$ cat config.mk
export PLATFORM = sky130hd
export DESIGN_NAME = alsu_ctrl_flat
export DESIGN_NICKNAME = d
export VERILOG_FILES = /design/src/rtl/alsu_pkg.sv /design/src/rtl/alsu_ctrl_if.sv /design/src/rtl/alsu_regfile.sv /design/src/rtl/alsu_ctrl.sv /design/src/flat_wrapper.sv
export SDC_FILE = /design/constraint.sdc
export NUM_CORES = 1
export LEC_CHECK = 0
export ABC_AREA = 0
export BUFFER_PORTS_ARGS = -buffer_cell sky130_fd_sc_hd__buf_2
export CELL_PAD_IN_SITES_DETAIL_PLACEMENT = 1
export CELL_PAD_IN_SITES_GLOBAL_PLACEMENT = 1
export CORE_AREA = 5 5 158 175
export DETAILED_ROUTE_END_ITERATION = 10
export DIE_AREA = 0 0 163 180
export PLACE_DENSITY = 0.72
export REMOVE_ABC_BUFFERS = 1
export SLEW_MARGIN = 20
export SYNTH_ARGS = -nofsm -noshare
export SYNTH_HDL_FRONTEND = slang
export SYNTH_SLANG_ARGS = --single-unit
$ cat constraint.sdc
create_clock -name clk -period 9 [get_ports clk]
set_input_delay 1.35 -clock clk [delete_from_list [all_inputs] [get_ports clk]]
set_output_delay 1.35 -clock clk [all_outputs]
set_load 0.005 [all_outputs]
$ cat src/rtl/alsu_pkg.sv
// Shared definitions for the ALSU controller: function codes, instruction
// field positions and FSM state encoding.
package alsu_pkg;

    localparam int INSTR_W  = 16;
    localparam int ADDR_W   = 3;

    // Instruction field LSB positions.
    localparam int FUNC_LSB = 13;
    localparam int RD_LSB   = 10;
    localparam int RA_LSB   = 7;
    localparam int RB_LSB   = 4;
    localparam int SETF_BIT = 3;

    typedef enum logic [2:0] {
        FUNC_ADD = 3'b000,
        FUNC_SUB = 3'b001,
        FUNC_SHL = 3'b010,
        FUNC_SHR = 3'b011,
        FUNC_AND = 3'b100,
        FUNC_XOR = 3'b101,
        FUNC_NOT = 3'b110,
        FUNC_INC = 3'b111
    } func_e;

    typedef enum logic [1:0] {
        ST_IDLE = 2'd0,
        ST_EXEC = 2'd1,
        ST_WB   = 2'd2
    } state_e;

endpackage

$ cat src/rtl/alsu_ctrl_if.sv
// Instruction handshake between an instruction source (master) and the
// ALSU controller (slave).
interface alsu_ctrl_if;
    import alsu_pkg::*;

    logic               instr_valid;
    logic               instr_ready;
    logic [INSTR_W-1:0] instr;

    modport master (output instr_valid, output instr, input instr_ready);
    modport slave  (input instr_valid, input instr, output instr_ready);

endinterface

$ cat src/rtl/alsu_regfile.sv
// Register file: two asynchronous read ports, two write ports where the
// priority port wins on an address collision, r0 hardwired to zero.
module alsu_regfile
    import alsu_pkg::*;
#(
    parameter int DATAWIDTH = 16,
    parameter int NREGS     = 8
) (
    input  logic                 clk,
    input  logic                 rst,
    input  logic [ADDR_W-1:0]    ra_addr,
    input  logic [ADDR_W-1:0]    rb_addr,
    output logic [DATAWIDTH-1:0] ra_data,
    output logic [DATAWIDTH-1:0] rb_data,
    input  logic                 we_pri,
    input  logic [ADDR_W-1:0]    wa_pri,
    input  logic [DATAWIDTH-1:0] wd_pri,
    input  logic                 we_sec,
    input  logic [ADDR_W-1:0]    wa_sec,
    input  logic [DATAWIDTH-1:0] wd_sec
);

    logic [DATAWIDTH-1:0] mem [NREGS];

    always_ff @(posedge clk or posedge rst) begin
        if (rst) begin
            for (int i = 0; i < NREGS; i++) mem[i] <= '0;
        end else begin
            // Entry 0 is never written, so it stays at its reset value.
            for (int i = 1; i < NREGS; i++) begin
                if (we_pri && wa_pri == ADDR_W'(i))
                    mem[i] <= wd_pri;
                else if (we_sec && wa_sec == ADDR_W'(i))
                    mem[i] <= wd_sec;
            end
        end
    end

    assign ra_data = (ra_addr == '0) ? '0 : mem[ra_addr];
    assign rb_data = (rb_addr == '0) ? '0 : mem[rb_addr];

endmodule

$ cat src/rtl/alsu_ctrl.sv
// ALSU controller: IDLE -> EXEC -> WB sequencer around an external ALU.
// Optional macro ALSU_CTRL_BYPASS_EN forwards a same-cycle external write into operand fetch.
module alsu_ctrl
    import alsu_pkg::*;
#(
    parameter int DATAWIDTH = 16,
    parameter int FUNCBITS  = 3,
    parameter int NREGS     = 8
) (
    input  logic                 clk,
    input  logic                 rst,
    alsu_ctrl_if.slave           bus,
    input  logic                 wr_en,
    input  logic [ADDR_W-1:0]    wr_addr,
    input  logic [DATAWIDTH-1:0] wr_data,
    output logic [DATAWIDTH-1:0] alu_a,
    output logic [DATAWIDTH-1:0] alu_b,
    output logic [FUNCBITS-1:0]  alu_func,
    input  logic [DATAWIDTH-1:0] alu_r,
    input  logic                 alu_z,
    input  logic                 alu_n,
    input  logic                 alu_c,
    output logic                 done,
    output logic [DATAWIDTH-1:0] res_out,
    output logic                 flag_z,
    output logic                 flag_n,
    output logic                 flag_c
);

    state_e state, state_nxt;
    logic   ready, accept, wb_en;

    logic [ADDR_W-1:0]    ra, rb;
    logic [DATAWIDTH-1:0] ra_data, rb_data, opa_in, opb_in;

    // Acceptance-stage latches
    logic [DATAWIDTH-1:0] opa_p0, opb_p0;
    logic [FUNCBITS-1:0]  func_p0;
    logic [ADDR_W-1:0]    rd_p0;
    logic                 setf_p0;

    // EXEC-capture registers
    logic [DATAWIDTH-1:0] res_p1;
    logic                 z_p1, n_p1, c_p1;

    logic unused_instr_bits;
    assign unused_instr_bits = ^bus.instr[2:0];

    assign ra = bus.instr[RA_LSB +: ADDR_W];
    assign rb = bus.instr[RB_LSB +: ADDR_W];

    always_ff @(posedge clk or posedge rst) begin
        if (rst) state <= ST_IDLE;
        else     state <= state_nxt;
    end

    always_comb begin
        state_nxt = state;
        ready     = 1'b0;
        wb_en     = 1'b0;
        case (state)
            ST_IDLE: begin
                ready = 1'b1;
                if (bus.instr_valid) state_nxt = ST_EXEC;
            end
            ST_EXEC: state_nxt = ST_WB;
            ST_WB: begin
                wb_en     = 1'b1;
                state_nxt = ST_IDLE;
            end
            default: state_nxt = ST_IDLE;
        endcase
    end

    assign bus.instr_ready = ready;
    assign accept          = bus.instr_valid && ready;

    alsu_regfile #(
        .DATAWIDTH (DATAWIDTH),
        .NREGS     (NREGS)
    ) u_regfile (
        .clk     (clk),
        .rst     (rst),
        .ra_addr (ra),
        .rb_addr (rb),
        .ra_data (ra_data),
        .rb_data (rb_data),
        .we_pri  (wb_en),
        .wa_pri  (rd_p0),
        .wd_pri  (res_p1),
        .we_sec  (wr_en),
        .wa_sec  (wr_addr),
        .wd_sec  (wr_data)
    );

`ifdef ALSU_CTRL_BYPASS_EN
    assign opa_in = (wr_en && ra != '0 && wr_addr == ra) ? wr_data : ra_data;
    assign opb_in = (wr_en && rb != '0 && wr_addr == rb) ? wr_data : rb_data;
`else
    assign opa_in = ra_data;
    assign opb_in = rb_data;
`endif

    // Stage p0: operand fetch and decode on acceptance
    always_ff @(posedge clk or posedge rst) begin
        if (rst) begin
            opa_p0  <= '0;
            opb_p0  <= '0;
            func_p0 <= '0;
            rd_p0   <= '0;
            setf_p0 <= 1'b0;
        end else if (accept) begin
            opa_p0  <= opa_in;
            opb_p0  <= opb_in;
            func_p0 <= bus.instr[FUNC_LSB +: FUNCBITS];
            rd_p0   <= bus.instr[RD_LSB +: ADDR_W];
            setf_p0 <= bus.instr[SETF_BIT];
        end
    end

    // The operand latches only change on entry to EXEC, so they double as
    // the held ALU drive outside EXEC.
    assign alu_a    = opa_p0;
    assign alu_b    = opb_p0;
    assign alu_func = func_p0;

    // Stage p1: capture ALU outputs at the end of EXEC
    always_ff @(posedge clk or posedge rst) begin
        if (rst) begin
            res_p1 <= '0;
            z_p1   <= 1'b0;
            n_p1   <= 1'b0;
            c_p1   <= 1'b0;
        end else if (state == ST_EXEC) begin
            res_p1 <= alu_r;
            z_p1   <= alu_z;
            n_p1   <= alu_n;
            c_p1   <= alu_c;
        end
    end

    // Stage p2: writeback of result, flags and done pulse
    always_ff @(posedge clk or posedge rst) begin
        if (rst) begin
            done    <= 1'b0;
            res_out <= '0;
            flag_z  <= 1'b0;
            flag_n  <= 1'b0;
            flag_c  <= 1'b0;
        end else begin
            done <= wb_en;
            if (wb_en) begin
                res_out <= res_p1;
                if (setf_p0) begin
                    flag_z <= z_p1;
                    flag_n <= n_p1;
                    flag_c <= c_p1;
                end
            end
        end
    end

endmodule
$ cat src/flat_wrapper.sv
// flat-port wrapper written by rule: the top's interface ports become plain ports
module alsu_ctrl_flat import alsu_pkg::*;
#(
    parameter int DATAWIDTH = 16,
    parameter int FUNCBITS  = 3,
    parameter int NREGS     = 8
)
  (clk, rst, wr_en, wr_addr, wr_data, alu_a, alu_b, alu_func, alu_r, alu_z, alu_n, alu_c, done, res_out, flag_z, flag_n, flag_c, bus_instr_valid, bus_instr, bus_instr_ready);
  alsu_ctrl_if bus_i ();
  input  logic clk;
  input  logic rst;
  input  logic wr_en;
  input  logic [ADDR_W-1:0] wr_addr;
  input  logic [DATAWIDTH-1:0] wr_data;
  output logic [DATAWIDTH-1:0] alu_a;
  output logic [DATAWIDTH-1:0] alu_b;
  output logic [FUNCBITS-1:0] alu_func;
  input  logic [DATAWIDTH-1:0] alu_r;
  input  logic alu_z;
  input  logic alu_n;
  input  logic alu_c;
  output logic done;
  output logic [DATAWIDTH-1:0] res_out;
  output logic flag_z;
  output logic flag_n;
  output logic flag_c;
  input wire logic [$bits(bus_i.instr_valid)-1:0] bus_instr_valid;
  input wire logic [$bits(bus_i.instr)-1:0] bus_instr;
  output wire logic [$bits(bus_i.instr_ready)-1:0] bus_instr_ready;
  assign bus_i.instr_valid = bus_instr_valid;
  assign bus_i.instr = bus_instr;
  assign bus_instr_ready = bus_i.instr_ready;
  alsu_ctrl #(.DATAWIDTH(DATAWIDTH), .FUNCBITS(FUNCBITS), .NREGS(NREGS)) u_core (.clk(clk), .rst(rst), .bus(bus_i), .wr_en(wr_en), .wr_addr(wr_addr), .wr_data(wr_data), .alu_a(alu_a), .alu_b(alu_b), .alu_func(alu_func), .alu_r(alu_r), .alu_z(alu_z), .alu_n(alu_n), .alu_c(alu_c), .done(done), .res_out(res_out), .flag_z(flag_z), .flag_n(flag_n), .flag_c(flag_c));
endmodule
Yosys cells after proc, flatten, opt, wreduce, memory -nomap -nowiden

Cells that the tools add are included.
Widths: inputs -> output; s select.

Flip-flop bits (word level): 192
Logic and storage cells: 95

$lt $le $gt $ge: 2
Equality and inequality tests: 17
Multiplexer cells: 26
Bitwise operators: 2
Reductions and logical operators: 26

Operators with widths:

| operator           | number |
|---|---|
| $mux 16            | 20 |
| $bmux 16 s3        | 2 |
| $eq 3x3->1 const B | 8 |
| $logic_and 1x1->1  | 15 |
| $reduce_bool 2->1  | 7 |
| $eq 3x2->1 const B | 4 |
| $ge 4x4->1 const B | 2 |
| $not 3->4          | 2 |
| $eq 3x1->1 const B | 2 |
| $logic_not 3->1    | 2 |
| $pmux 2 s2         | 1 |
| $eq 2x1->1 const B | 1 |
| $eq 2x2->1 const B | 1 |
| $logic_not 2->1    | 1 |
| $mux 1             | 2 |
| $mux 2             | 1 |
| $ne 2x2->1 const B | 1 |
| $reduce_and 2->1   | 1 |

Depth between registers and ports, before layout

Gate-level depths: netlist of run 1.

Word-level depth: 5
Mapped depth: 6

Cells and area by module

From an unflattened synthesis of run 1, not the netlist that was laid out.

Cells, all modules: 857
Area total of the unflattened synthesis: 10,156.0 µm²

Modules (own cells, without submodules):

| module       | times used | cells an instance | area each (µm²) |
|---|---|---|---|
| alsu_regfile | 1          | 684               | 7,125.6 |
| alsu_ctrl    | 1          | 173               | 3,030.4 |

Least setup slack after synthesis of run 1

OpenSTA, ideal clock, no wires.

Kind: input to register
Start: input port bus_instr[7]
End: register u_core.opa_p0[2] (netlist: u_core.alu_a[2])
Data arrival time: 2,339 ps
Data required time: 8,868 ps
Setup slack: 6,529 ps
Stages: 6
Cells stage by stage: buf_6 buf_12 mux2_2 a221oi_1 a221o_1 o21ai_1

Cells in the longest elaborated chain, start to end: 5
Elaborated cells between the ends (all ways): 6
Those cells by class: 4 x mux; 1 x bitwise; 1 x reduce/logical

RTL lines:

| what                                        | line               | source |
|---|---|---|
| start: declaration                          | flat_wrapper.sv:28 | `input wire logic [$bits(bus_i.instr)-1:0] bus_instr;` |
| $not 3->4 (implied by the code)             | alsu_regfile.sv:39 | `assign ra_data = (ra_addr == '0) ? '0 : mem[ra_addr];` |
| $bmux 16 s3                                 | alsu_regfile.sv:39 |  |
| $mux 16 (implied by the code) (2 in series) | alsu_regfile.sv:39 |  |
| $mux 16 *                                   | alsu_regfile.sv:39 |  |
| end signal: assignment                      | alsu_ctrl.sv:113   | `opa_p0 <= opa_in;` |
| end: declaration                            | alsu_ctrl.sv:37    | `logic [DATAWIDTH-1:0] opa_p0, opb_p0;` |

Every way passes the cells marked *; elsewhere a longest branch is shown, timed or not. The select of a mux whose other input is x is not followed.
A chain may end at the register's enable or synchronous reset.

Worst setup path after layout of run 1

Start: input port bus_instr[7]
End: register u_core.opa_p0[7] (netlist: u_core.alu_a[7])

The elaborated chain is that of the path after synthesis.

==> impl_metrics.py, run 1 <==
metrics = {
    "sta": {
        "clock_skew_ns": 0.00863,
        "tightest_slew_ns": 1.06,
        "finalSetupTns_ns": 0,
        "fin_crit_ns": 3.38,
        "hold_viol": 0,
        "max_freq_ghz": 0.296,
        "fin_crit_sh_pct": 37.6,
        "layout_setup_ws_ns": 5.62,
        "setup_violations": 0,
        "slew_headroom_pct": 29.2,
        "drv_slew": 0,
        "rsz0062_at_grt": "no",
    },
    "place": {
        "portBuffers": 110,
        "post-place-ws_ns": 5.16,
        "dpl_cell_area_um2": 10700,
        "gp_congestion": 0.776,
        "dpl.hpwl_um": 18400,
        "placedCellCount": 1360,
    },
    "clocking": {
        "cts.sink_count": 192,
        "cts_tree": "done",
        "post_cts_buffers": 0,
        "htree_levels": 4,
        "post_cts_resized": 0,
        "clockBufferDepth": 2,
        "clk_latency_ns": 0.44,
        "ctsHoldBuffers": 0,
        "cts_made_buffers": 17,
        "clk_pin_slew_ns": 0.08,
        "clockRootBuffer": "clkbuf_16",
    },
    "worst_setup_path": {
        "end_kind": "flip-flop",
        "arrival_ns": 3.74,
        "critPathMaxFanout": 38,
        "critPathLaunchType": "input pin",
        "cp_top_family": "buffers and inverters",
        "worstSetupPathType": "input pin to flip-flop",
        "cpPeakStageDelay_ns": 0.74,
        "cpMaxStageDelayCell": "and2b_1",
        "reg2reg_slack_ns": 6.74,
        "worstPathCellList": "buf_2 > buf_4 > and2b_1 > a221oi_1 > a221o_1 > o21ai_1",
        "crit_required_ns": 9.37,
        "cp_num_buf_inv": 2,
    },
    "final_layout": {
        "area_growth_pct": 12.3,
        "nFillCells": 2918,
        "diodes": 0,
        "final_cell_area_um2": 11300,
        "final_nets": 1085,
        "fin_util_pct": 44.0,
        "final_layout_size_suffix_gt1_share_pct": 24.2,
        "finalNonFillerCells": 1389,
    },
    "pwr": {
        "p_per_area_nw_per_um2": 289,
        "ir_drop_v": 0.000125,
        "p_leak_nw": 5.18,
    },
    "yosys": {
        "synthCells": 970,
        "synth_warnings": 16,
        "synth_seq_area_share_pct": 47.6,
        "ys_ff_latch": 192,
        "synth_area_um2": 10100,
        "yosysUniqueCellTypes": 42,
        "synth_area_per_cell_um2": 10.4,
    },
    "die": {
        "start_util_pct": 39.2,
        "dieHeight_um": 180,
        "die-area_um2": 29300,
        "core_um2": 25800,
        "io_pins": 114,
        "die_w_um": 163,
        "num_rows": 62,
    },
    "global_routing": {
        "overflow": 0,
        "first_global_vias": 8568,
        "grt_use_total_pct": 21.5,
        "grt_pass1_wl_um": 49000,
        "grt_max_degree": 122,
        "antenna_found_initial": 0,
    },
    "route": {
        "antenna_left": 0,
        "num_vias": 7708,
        "via_per_inst": 5.55,
        "dr.pass1.iters": 4,
        "wl_um": 31100,
        "drtIter0Drc": 375,
        "drc_errors": 0,
        "wl_per_cell_um": 22.4,
    },
    "run_status": {
        "status": "finished clean",
    },
    "flow_run": {
        "drv_cap": 0,
    },
    "min_path": {
        "hold_class": "flip-flop to flip-flop",
    },
}
-- metal layers --
layer	up-vias	track usage [%]	part of all wire, %
met5	-	0	0
met3	48	3.92	3.7
met2	155	36.9	50
met4	0	7.52	2.3
li1	3560	-	-
met1	3945	27.2	44
-- sequential cells by signal, indices dropped and copies added (netlist names), 2 cells and up --
register	count
u_core.u_regfile.mem	112
u_core.alu_a	16
u_core.alu_b	16
u_core.res_out	16
u_core.res_p1	16
u_core.alu_func	3
u_core.rd_p0	3
u_core.state	2
-- cell type report --
| type | count | area (µm²) | area share, % |
|---|---|---|---|
| sequential | 192 | 4800 | 42.4 |
| multi-input combinational | 683 | 4780 | 42.2 |
| timing repair buffer | 129 | 693 | 6.12 |
| tap | 352 | 440 | 3.89 |
| clock buffer | 17 | 425 | 3.75 |
| clock inverter | 12 | 163 | 1.44 |
| inverter | 4 | 22.5 | 0.199 |
-- worst paths after layout --
kind | startpoint | end | depth (start not counted)
worst min register to register | u_core.res_out[4]$_DFFE_PP0N_ | u_core.res_out[4]$_DFFE_PP0N_ | 2
max in group asynchronous | rst | u_core.u_regfile.mem[66]$_DFFE_PP0P_ | 3
worst max-delay path | bus_instr[7] | u_core.alu_a[7]$_DFFE_PP0P_ | 6
min in group asynchronous | rst | u_core.res_out[10]$_DFFE_PP0N_ | 2
worst max register to register | u_core.state[1]$_DFFE_PP0P_ | u_core.alu_a[1]$_DFFE_PP0P_ | 6
worst min-delay path | u_core.res_out[4]$_DFFE_PP0N_ | u_core.res_out[4]$_DFFE_PP0N_ | 2
-- cell usage in the layout (no fill, tap or decap), types with 11 or more instances in the layout --
cell type / Yosys / final
buf_2: 26 / 110
a221oi_1: 25 / 25
nand2_1: 165 / 164
dfrtp_1: 192 / 192
buf_4: 9 / 19
clkbuf_16: 0 / 17
a21oi_1: 51 / 51
a221o_1: 11 / 11
mux2_2: 79 / 79
o21ai_0: 52 / 52
o22ai_1: 14 / 14
mux2i_1: 151 / 151
nor2_1: 57 / 55
o31ai_1: 14 / 14
o21ai_1: 23 / 23
-- metrics by stage --
step | total power (W) | hold slack, ns
2_1_floorplan | 0.00211 | 0.446
3_3_place_gp | 0.00244 | 0.455
3_5_place_dp | 0.00251 | 0.458
4_1_cts | 0.00331 | 0.477
5_1_grt | 0.00350 | 0.494
6_report | 0.00328 | 0.473
-- synthesized netlist by cell type, drive strengths merged --
| master | n | share of area, % |
|---|---|---|
| dfrtp | 192 | 48 |
| nand2 | 166 | 6.2 |
| mux2i | 151 | 15 |
| mux2 | 79 | 8.8 |
| o21ai | 75 | 3.7 |
| nor2 | 57 | 2.1 |
| a21oi | 51 | 2.5 |
| buf | 49 | 3.5 |
| clkbuf | 42 | 1.6 |
| a221oi | 25 | 2.2 |
| o22ai | 14 | 0.87 |
| o31ai | 14 | 1.0 |
| a221o | 11 | 1.1 |
| nand2b | 5 | 0.31 |
| o221ai | 5 | 0.43 |
| o22a | 5 | 0.43 |
| a22oi | 4 | 0.30 |
| inv | 4 | 0.15 |
| nand4b | 3 | 0.26 |
| and2b | 2 | 0.15 |
| and4bb | 2 | 0.25 |
| mux4 | 2 | 0.45 |
| nor3 | 2 | 0.26 |
| or3 | 2 | 0.12 |
| a211oi | 1 | 0.074 |
| and2 | 1 | 0.062 |
| nand3 | 1 | 0.050 |
| nand3b | 1 | 0.074 |
| nand4 | 1 | 0.12 |
| nor2b | 1 | 0.062 |
| nor4b | 1 | 0.15 |
| or4 | 1 | 0.074 |
-- report_power, final --
part	internal [W]	switching, W
logic	0.000488	0.000440
clock network	0.000435	0.000349
registers	0.00124	0.000327
-- worst min-delay path, cell delays in order (launching register included) --
cell     delay (ns)
dfrtp_1        0.34
nand2_1        0.05
nand2_1        0.05
-- cell families (layout without fill, tap and decap cells) --
family | after synthesis | after routing | share of synthesized area, %
buf+inv | 95 | 162 | 5.21
compound gates | 205 | 205 | 12.7
simple gates | 246 | 246 | 10.3
mux | 232 | 232 | 24.2
flops | 192 | 192 | 47.6
Power figures use the tool's default switching activity.
==> inputs of run 2 (changes only) <==
--- a/config.mk
+++ b/config.mk
@@ -5,14 +5,14 @@
 export SDC_FILE = /design/constraint.sdc
 export NUM_CORES = 1
 export LEC_CHECK = 0
-export ABC_AREA = 0
+export ABC_AREA = 1
 export BUFFER_PORTS_ARGS = -buffer_cell sky130_fd_sc_hd__buf_2
 export CELL_PAD_IN_SITES_DETAIL_PLACEMENT = 1
 export CELL_PAD_IN_SITES_GLOBAL_PLACEMENT = 1
-export CORE_AREA = 5 5 158 175
+export CORE_AREA = 5 5 160 177
 export DETAILED_ROUTE_END_ITERATION = 10
-export DIE_AREA = 0 0 163 180
-export PLACE_DENSITY = 0.72
+export DIE_AREA = 0 0 165 182
+export PLACE_DENSITY = 0.76
 export REMOVE_ABC_BUFFERS = 1
 export SLEW_MARGIN = 20
 export SYNTH_ARGS = -nofsm -noshare
==> constraint.sdc (replaced) <==
create_clock -name clk -period 3.3 [get_ports clk]
set_input_delay 0.495 -clock clk [delete_from_list [all_inputs] [get_ports clk]]
set_output_delay 0.495 -clock clk [all_outputs]
set_load 0.005 [all_outputs]
==> impl_metrics.py, run 2 <==
metrics = {
    "run_status": {
        "status": "finished clean",
    },
    "die": {
        "num_rows": 63,
        "die_w_um": 165,
        "core_um2": 26500,
        "die-area_um2": 30000,
        "io_pins": 114,
        "dieHeight_um": 182,
        "start_util_pct": 39.0,
    },
    "final_layout": {
        "multiInputGateArea_um2": 4710,
        "largest_reg_flops": 112,
        "regArea_um2": 4800,
        "nFillCells": 3400,
        "final_nets": 1568,
        "layout_common_cells": "520 x nand2_1, 200 x nand3_1, 192 x dfrtp_1, 152 x o21ai_0, 110 x buf_2",
        "mostFrequentLayoutCell": "nand2_1",
        "final_layout_size_suffix_gt1_share_pct": 13.7,
        "top_register": "u_core.u_regfile.mem",
        "fin_util_pct": 44.9,
        "diodes": 0,
        "area_growth_pct": 15.3,
    },
    "yosys": {
        "synth_area_per_cell_um2": 7.24,
        "yosysUniqueCellTypes": 20,
        "synth_warnings": 16,
        "synth_seq_area_share_pct": 46.6,
        "synth_commonest_cells": "520 x nand2_1, 200 x nand3_1, 192 x dfrtp_1",
        "ys_ff_latch": 192,
        "synth_area_um2": 10300,
        "yosysMostFrequentCell": "nand2_1",
        "yosys-top-cells-area": "dfrtp_1 47%, nand2_1 19%, nand3_1 9.7%, o21ai_0 7.4%, inv_1 3.9%",
        "synth_top_area_cell": "dfrtp_1",
        "synthCells": 1424,
        "netlist.area_leader.share_pct": 46.6,
        "async_flop_share_pct": 100,
        "synth_edf_count": 0,
        "ys.flop_type": "dfrtp_1",
    },
    "worst_setup_path": {
        "arrival_ns": 2.40,
        "r2r_end": "u_core.u_regfile.mem[66]$_DFFE_PP0P_",
        "cpPeakStageDelay_ns": 0.52,
        "reg2reg_slack_ns": 1.22,
        "worstPathCellList": "inv_2 > nor2_4 > nand2_1 > buf_4 > nand3_1 > o211ai_1",
        "worstSetupPathType": "flip-flop to flip-flop",
        "cp_top_family": "simple AND/OR/NAND/NOR gates",
        "rr_startpoint": "u_core.state[1]$_DFFE_PP0P_",
        "end_kind": "flip-flop",
        "crit_required_ns": 3.62,
        "cpMaxStageDelayCell": "nand2_1",
        "critPathLaunchType": "flip-flop",
        "rr_worst_depth": 6,
        "cp_num_buf_inv": 2,
        "critPathMaxFanout": 27,
        "setup.worst_path.start": "u_core.state[1]$_DFFE_PP0P_",
    },
    "pwr": {
        "p_per_area_nw_per_um2": 704,
        "p_leak_nw": 5.94,
        "ir_drop_v": 0.000344,
    },
    "clocking": {
        "ctsHoldBuffers": 0,
        "cts_tree": "done",
        "clk_pin_slew_ns": 0.08,
        "clk_latency_ns": 0.46,
        "cts.sink_count": 192,
        "clockBufferDepth": 2,
        "post_cts_resized": 0,
        "htree_levels": 4,
        "cts_made_buffers": 17,
        "clockRootBuffer": "clkbuf_16",
        "post_cts_buffers": 0,
    },
    "sta": {
        "drv_slew": 0,
        "max_freq_ghz": 0.480,
        "hold_viol": 0,
        "tightest_slew_ns": 1.04,
        "slew_headroom_pct": 30.6,
        "layout_setup_ws_ns": 1.22,
        "fin_crit_ns": 2.08,
        "setup_violations": 0,
        "fin_crit_sh_pct": 63.1,
        "rsz0062_at_grt": "no",
        "clock_skew_ns": 0.0158,
    },
    "global_routing": {
        "grt_pass1_wl_um": 64000,
        "grt_max_degree": 96,
        "first_global_vias": 11000,
        "overflow": 0,
        "antenna_found_initial": 0,
        "grt_use_total_pct": 28.2,
    },
    "route": {
        "wl_met2_um": 19500,
        "dr_wl_met3_um": 3510,
        "num_vias": 10800,
        "dr.pass1.iters": 5,
        "drtIter0Drc": 960,
        "top_layer": "met4",
        "wl_per_cell_um": 22.3,
        "met1_length_um": 17200,
        "wl_um": 41900,
        "antenna_left": 0,
        "drc_errors": 0,
        "via_per_inst": 5.74,
    },
    "place": {
        "portBuffers": 110,
        "dpl.hpwl_um": 26000,
        "gp_congestion": 0.877,
        "post-place-ws_ns": 1.01,
    },
    "min_path": {
        "hold_class": "input pin to async pin",
    },
    "flow_run": {
        "drv_cap": 0,
    },
}
-- run 2: cell types whose count changed after synthesis, moves of 25 or more --
| cell | before | now |
|---|---|---|
| a221oi_1 | 25 | 0 |
| inv_1 | 3 | 107 |
| mux2_2 | 79 | 0 |
| mux2i_1 | 151 | 0 |
| nand2_1 | 165 | 520 |
| nand3_1 | 1 | 200 |
| o211ai_1 | 0 | 42 |
| o21ai_0 | 52 | 152 |
-- run 2: per-stage QoR --
stage                     total power (W)  hold WS (ns)  TNS (ns)  std cells  cell area, µm²
final                             0.00838         0.172         0       1880           11900
after global routing              0.00894         0.232         0       1880           11900
after CTS                         0.00841         0.182         0       1880           11900
after detailed placement          0.00628         0.462         0       1848           11300
after global placement            0.00614         0.451         0       1848           11300
after floorplan                   0.00523         0.442   -465.06       1338            9930
-- run 2: worst register-to-register path: cells and delay by family (launching register included) --
family,cells,cell delay (ns)
buffers and inverters,2,0.55
AO/OA/AOI/OAI,1,0.10
AND/OR/NAND/NOR,3,0.85
flip-flops,1,0.45
-- run 2: cell type report --
cell class              count  area share (%)
clock inverters            12           0.957
clock buffers              20            3.92
inverters                 114            3.66
multi-input cells        1032            39.6
flip-flops and latches    192            40.4
well taps                 357            3.76
repair buffers            153            7.66
-- run 2: cells by family after synthesis --
kind of cell	share of synthesized area (%)
AND/OR/NAND/NOR	33.8
buffers and inverters	7.90
flip-flops	46.6
AO/OA/AOI/OAI	11.7
-- run 2: metal layers --
metal | vias to the layer above | track usage (%)
li1 | 4808 | -
met1 | 5337 | 37.0
met2 | 522 | 45.4
met3 | 129 | 5.36
met4 | 0 | 11.6
met5 | - | 0
-- run 2: worst max-delay path by stage --
stage / to / slack (ns) / cells after the start
after detailed placement: u_core.alu_a[5]$_DFFE_PP0P_ / 1.01 / 7
after global placement: u_core.alu_a[5]$_DFFE_PP0P_ / 1.08 / 7
after floorplan: u_core.alu_a[0]$_DFFE_PP0P_ / -2.42 / 1
after CTS: u_core.u_regfile.mem[66]$_DFFE_PP0P_ / 1.24 / 6
after global routing: u_core.u_regfile.mem[71]$_DFFE_PP0P_ / 1.05 / 6
final: u_core.u_regfile.mem[66]$_DFFE_PP0P_ / 1.22 / 6
-- run 2: power breakdown --
group	leakage (nW)	switching (W)	internal [W]
combinational	3.29	0.00146	0.000912
sequential	2.37	0.000661	0.00324
clock	0.286	0.00104	0.00106
==> inputs of run 3 (changes only) <==
==> constraint.sdc (replaced) <==
create_clock -name clk -period 2 [get_ports clk]
set_input_delay 0.3 -clock clk [delete_from_list [all_inputs] [get_ports clk]]
set_output_delay 0.3 -clock clk [all_outputs]
set_load 0.005 [all_outputs]
==> impl_metrics.py, run 3 (same netlist as run 2, synthesis figures left out) <==
metrics = {
    "pwr": {
        "power_frac_seq_pct": 46.6,
        "p_switching_w": 0.00523,
        "p_comb_share_pct": 28.7,
        "ir_drop_v": 0.000596,
        "swShare_pct": 37.7,
        "p_per_area_nw_per_um2": 1140,
        "p_leak_nw": 6.11,
        "pwr-share-clk_pct": 24.8,
        "internal-power_w": 0.00863,
    },
    "sta": {
        "layout_setup_ws_ns": 0.212,
        "max_freq_ghz": 0.559,
        "fin_crit_ns": 1.79,
        "worst_hold_slack_ns": 0.0466,
        "hold_viol": 0,
        "fin_crit_sh_pct": 89.4,
        "tightest_slew_ns": 0.948,
        "setup_violations": 0,
        "slew_headroom_pct": 36.8,
        "rsz0062_at_grt": "no",
        "clock_skew_ns": 0.0160,
        "drv_slew": 0,
        "finalSetupTns_ns": 0,
    },
    "route": {
        "drc_errors": 0,
        "wl_um": 41500,
        "via_per_inst": 5.61,
        "antenna_left": 0,
        "num_vias": 10700,
        "wl_per_cell_um": 21.7,
        "drtIter0Drc": 922,
        "dr.pass1.iters": 5,
    },
    "clocking": {
        "clockRootBuffer": "clkbuf_16",
        "clk_pin_slew_ns": 0.08,
        "cts_made_buffers": 17,
        "cts.sink_count": 192,
        "htree_levels": 4,
        "cts_tree": "done",
        "clockBufferDepth": 2,
        "clk_latency_ns": 0.45,
    },
    "final_layout": {
        "nFillCells": 3471,
        "finalNonFillerCells": 1910,
        "mostFrequentLayoutCell": "nand2_1",
        "largest_reg_flops": 112,
        "top_register": "u_core.u_regfile.mem",
        "layout_common_cells": "520 x nand2_1, 200 x nand3_1, 192 x dfrtp_1, 152 x o21ai_0, 110 x buf_2",
        "final_nets": 1598,
        "area_growth_pct": 18.1,
        "fin_util_pct": 46.0,
        "final_layout_size_suffix_gt1_share_pct": 15.3,
        "diodes": 0,
    },
    "global_routing": {
        "grt_max_degree": 52,
        "first_global_vias": 11100,
        "grt_pass1_wl_um": 63700,
        "antenna_found_initial": 0,
        "overflow": 0,
        "grt_use_total_pct": 27.9,
    },
    "worst_setup_path": {
        "cp_top_family": "simple AND/OR/NAND/NOR gates",
        "worstSetupPathType": "flip-flop to flip-flop",
        "end_kind": "flip-flop",
        "worstPathCellList": "inv_1 > nor2_1 > inv_1 > nor2_4 > nor2_2 > nand2_1 > nand3_1",
        "crit_top_cell": "inv_1",
        "arrival_ns": 2.17,
        "critPathMaxFanout": 16,
        "cp_num_buf_inv": 2,
        "critPathLaunchType": "flip-flop",
        "cpMaxStageDelayCell": "nor2_2",
        "crit_required_ns": 2.39,
        "cpPeakStageDelay_ns": 0.72,
    },
    "place": {
        "portBuffers": 110,
        "post-place-ws_ns": 0.286,
        "gp_congestion": 0.873,
        "placedCellCount": 1877,
        "dpl.hpwl_um": 27900,
    },
    "die": {
        "num_rows": 63,
        "io_pins": 114,
        "core_um2": 26500,
        "start_util_pct": 39.0,
        "dieHeight_um": 182,
        "die-area_um2": 30000,
        "die_w_um": 165,
    },
    "min_path": {
        "hold_class": "input pin to flip-flop",
    },
    "flow_run": {
        "drv_cap": 0,
    },
    "run_status": {
        "status": "finished clean",
    },
}
## run 3: cell count changes in the layout (fill, tap and decap cells not counted), sizes merged
cell,change
buf,+29
clkinv,+3
clkinvlp,-1
dlygate4sd3,+1
inv,-1
clkbuf,-1
## run 3: metrics by stage
step	instance area (µm²)	power, W
4_1_cts	12200	0.0139
3_5_place_dp	11600	0.0104
3_3_place_gp	11600	0.0102
5_1_grt	12200	0.0148
2_1_floorplan	9930	0.00862
6_report	12200	0.0139
## run 3: metal layers
layer / routed length [µm] / GRT usage (%) / vias to the layer above
li1: - / - / 4859
met1: 17200 / 36.0 / 5356
met2: 20000 / 46.4 / 410
met3: 2640 / 4.45 / 99
met4: 1770 / 11.6 / 0
met5: 0 / 0 / -
## run 3: what timing repair did
item                                   CTS  global route
resized for setup                        0             0
buffers inserted                         0             0
endpoints found under the hold margin   21             0
hold buffers                             1             0
## run 3: cell type report
cell class / instances / area [µm²] / share of cell area, %
clock inverters: 13 / 118 / 0.965
clock buffers: 19 / 453 / 3.72
repair buffers: 183 / 1210 / 9.96
well taps: 357 / 447 / 3.67
inverters: 114 / 435 / 3.57
multi-input cells: 1032 / 4710 / 38.7
flip-flops and latches: 192 / 4800 / 39.4
## run 3: power by group through the flow
stage | Combinational (W) | Clock, W | Sequential [W]
6_report | 0.00397 | 0.00343 | 0.00645
5_1_grt | 0.00454 | 0.00365 | 0.00662
4_1_cts | 0.00401 | 0.00348 | 0.00641
3_5_place_dp | 0.00397 | 0 | 0.00646
3_3_place_gp | 0.00380 | 0 | 0.00642
2_1_floorplan | 0.00238 | 0 | 0.00624
## run 3: worst paths after layout
path / start / endpoint / slack (ns) / cells after the start
worst min-delay path: alu_r[1] / u_core.res_p1[1]$_DFFE_PP0N_ / 0.05 / 3
min in group asynchronous: rst / u_core.res_out[6]$_DFFE_PP0N_ / 0.33 / 3
max in group asynchronous: rst / u_core.alu_b[13]$_DFFE_PP0P_ / 1.01 / 4
worst max-delay path: u_core.rd_p0[0]$_DFFE_PP0P_ / u_core.u_regfile.mem[96]$_DFFE_PP0P_ / 0.21 / 7
worst min register to register: u_core.alu_func[2]$_DFFE_PP0P_ / u_core.alu_func[2]$_DFFE_PP0P_ / 0.47 / 2
worst max register to register: u_core.rd_p0[0]$_DFFE_PP0P_ / u_core.u_regfile.mem[96]$_DFFE_PP0P_ / 0.21 / 7
## run 3: worst reg2reg max path, cell delays in order, from the launching register on
cell and delay [ns]:
dfrtp_1 0.41, inv_1 0.08, nor2_1 0.06, inv_1 0.15, nor2_4 0.06, nor2_2 0.72
nand2_1 0.13, nand3_1 0.12
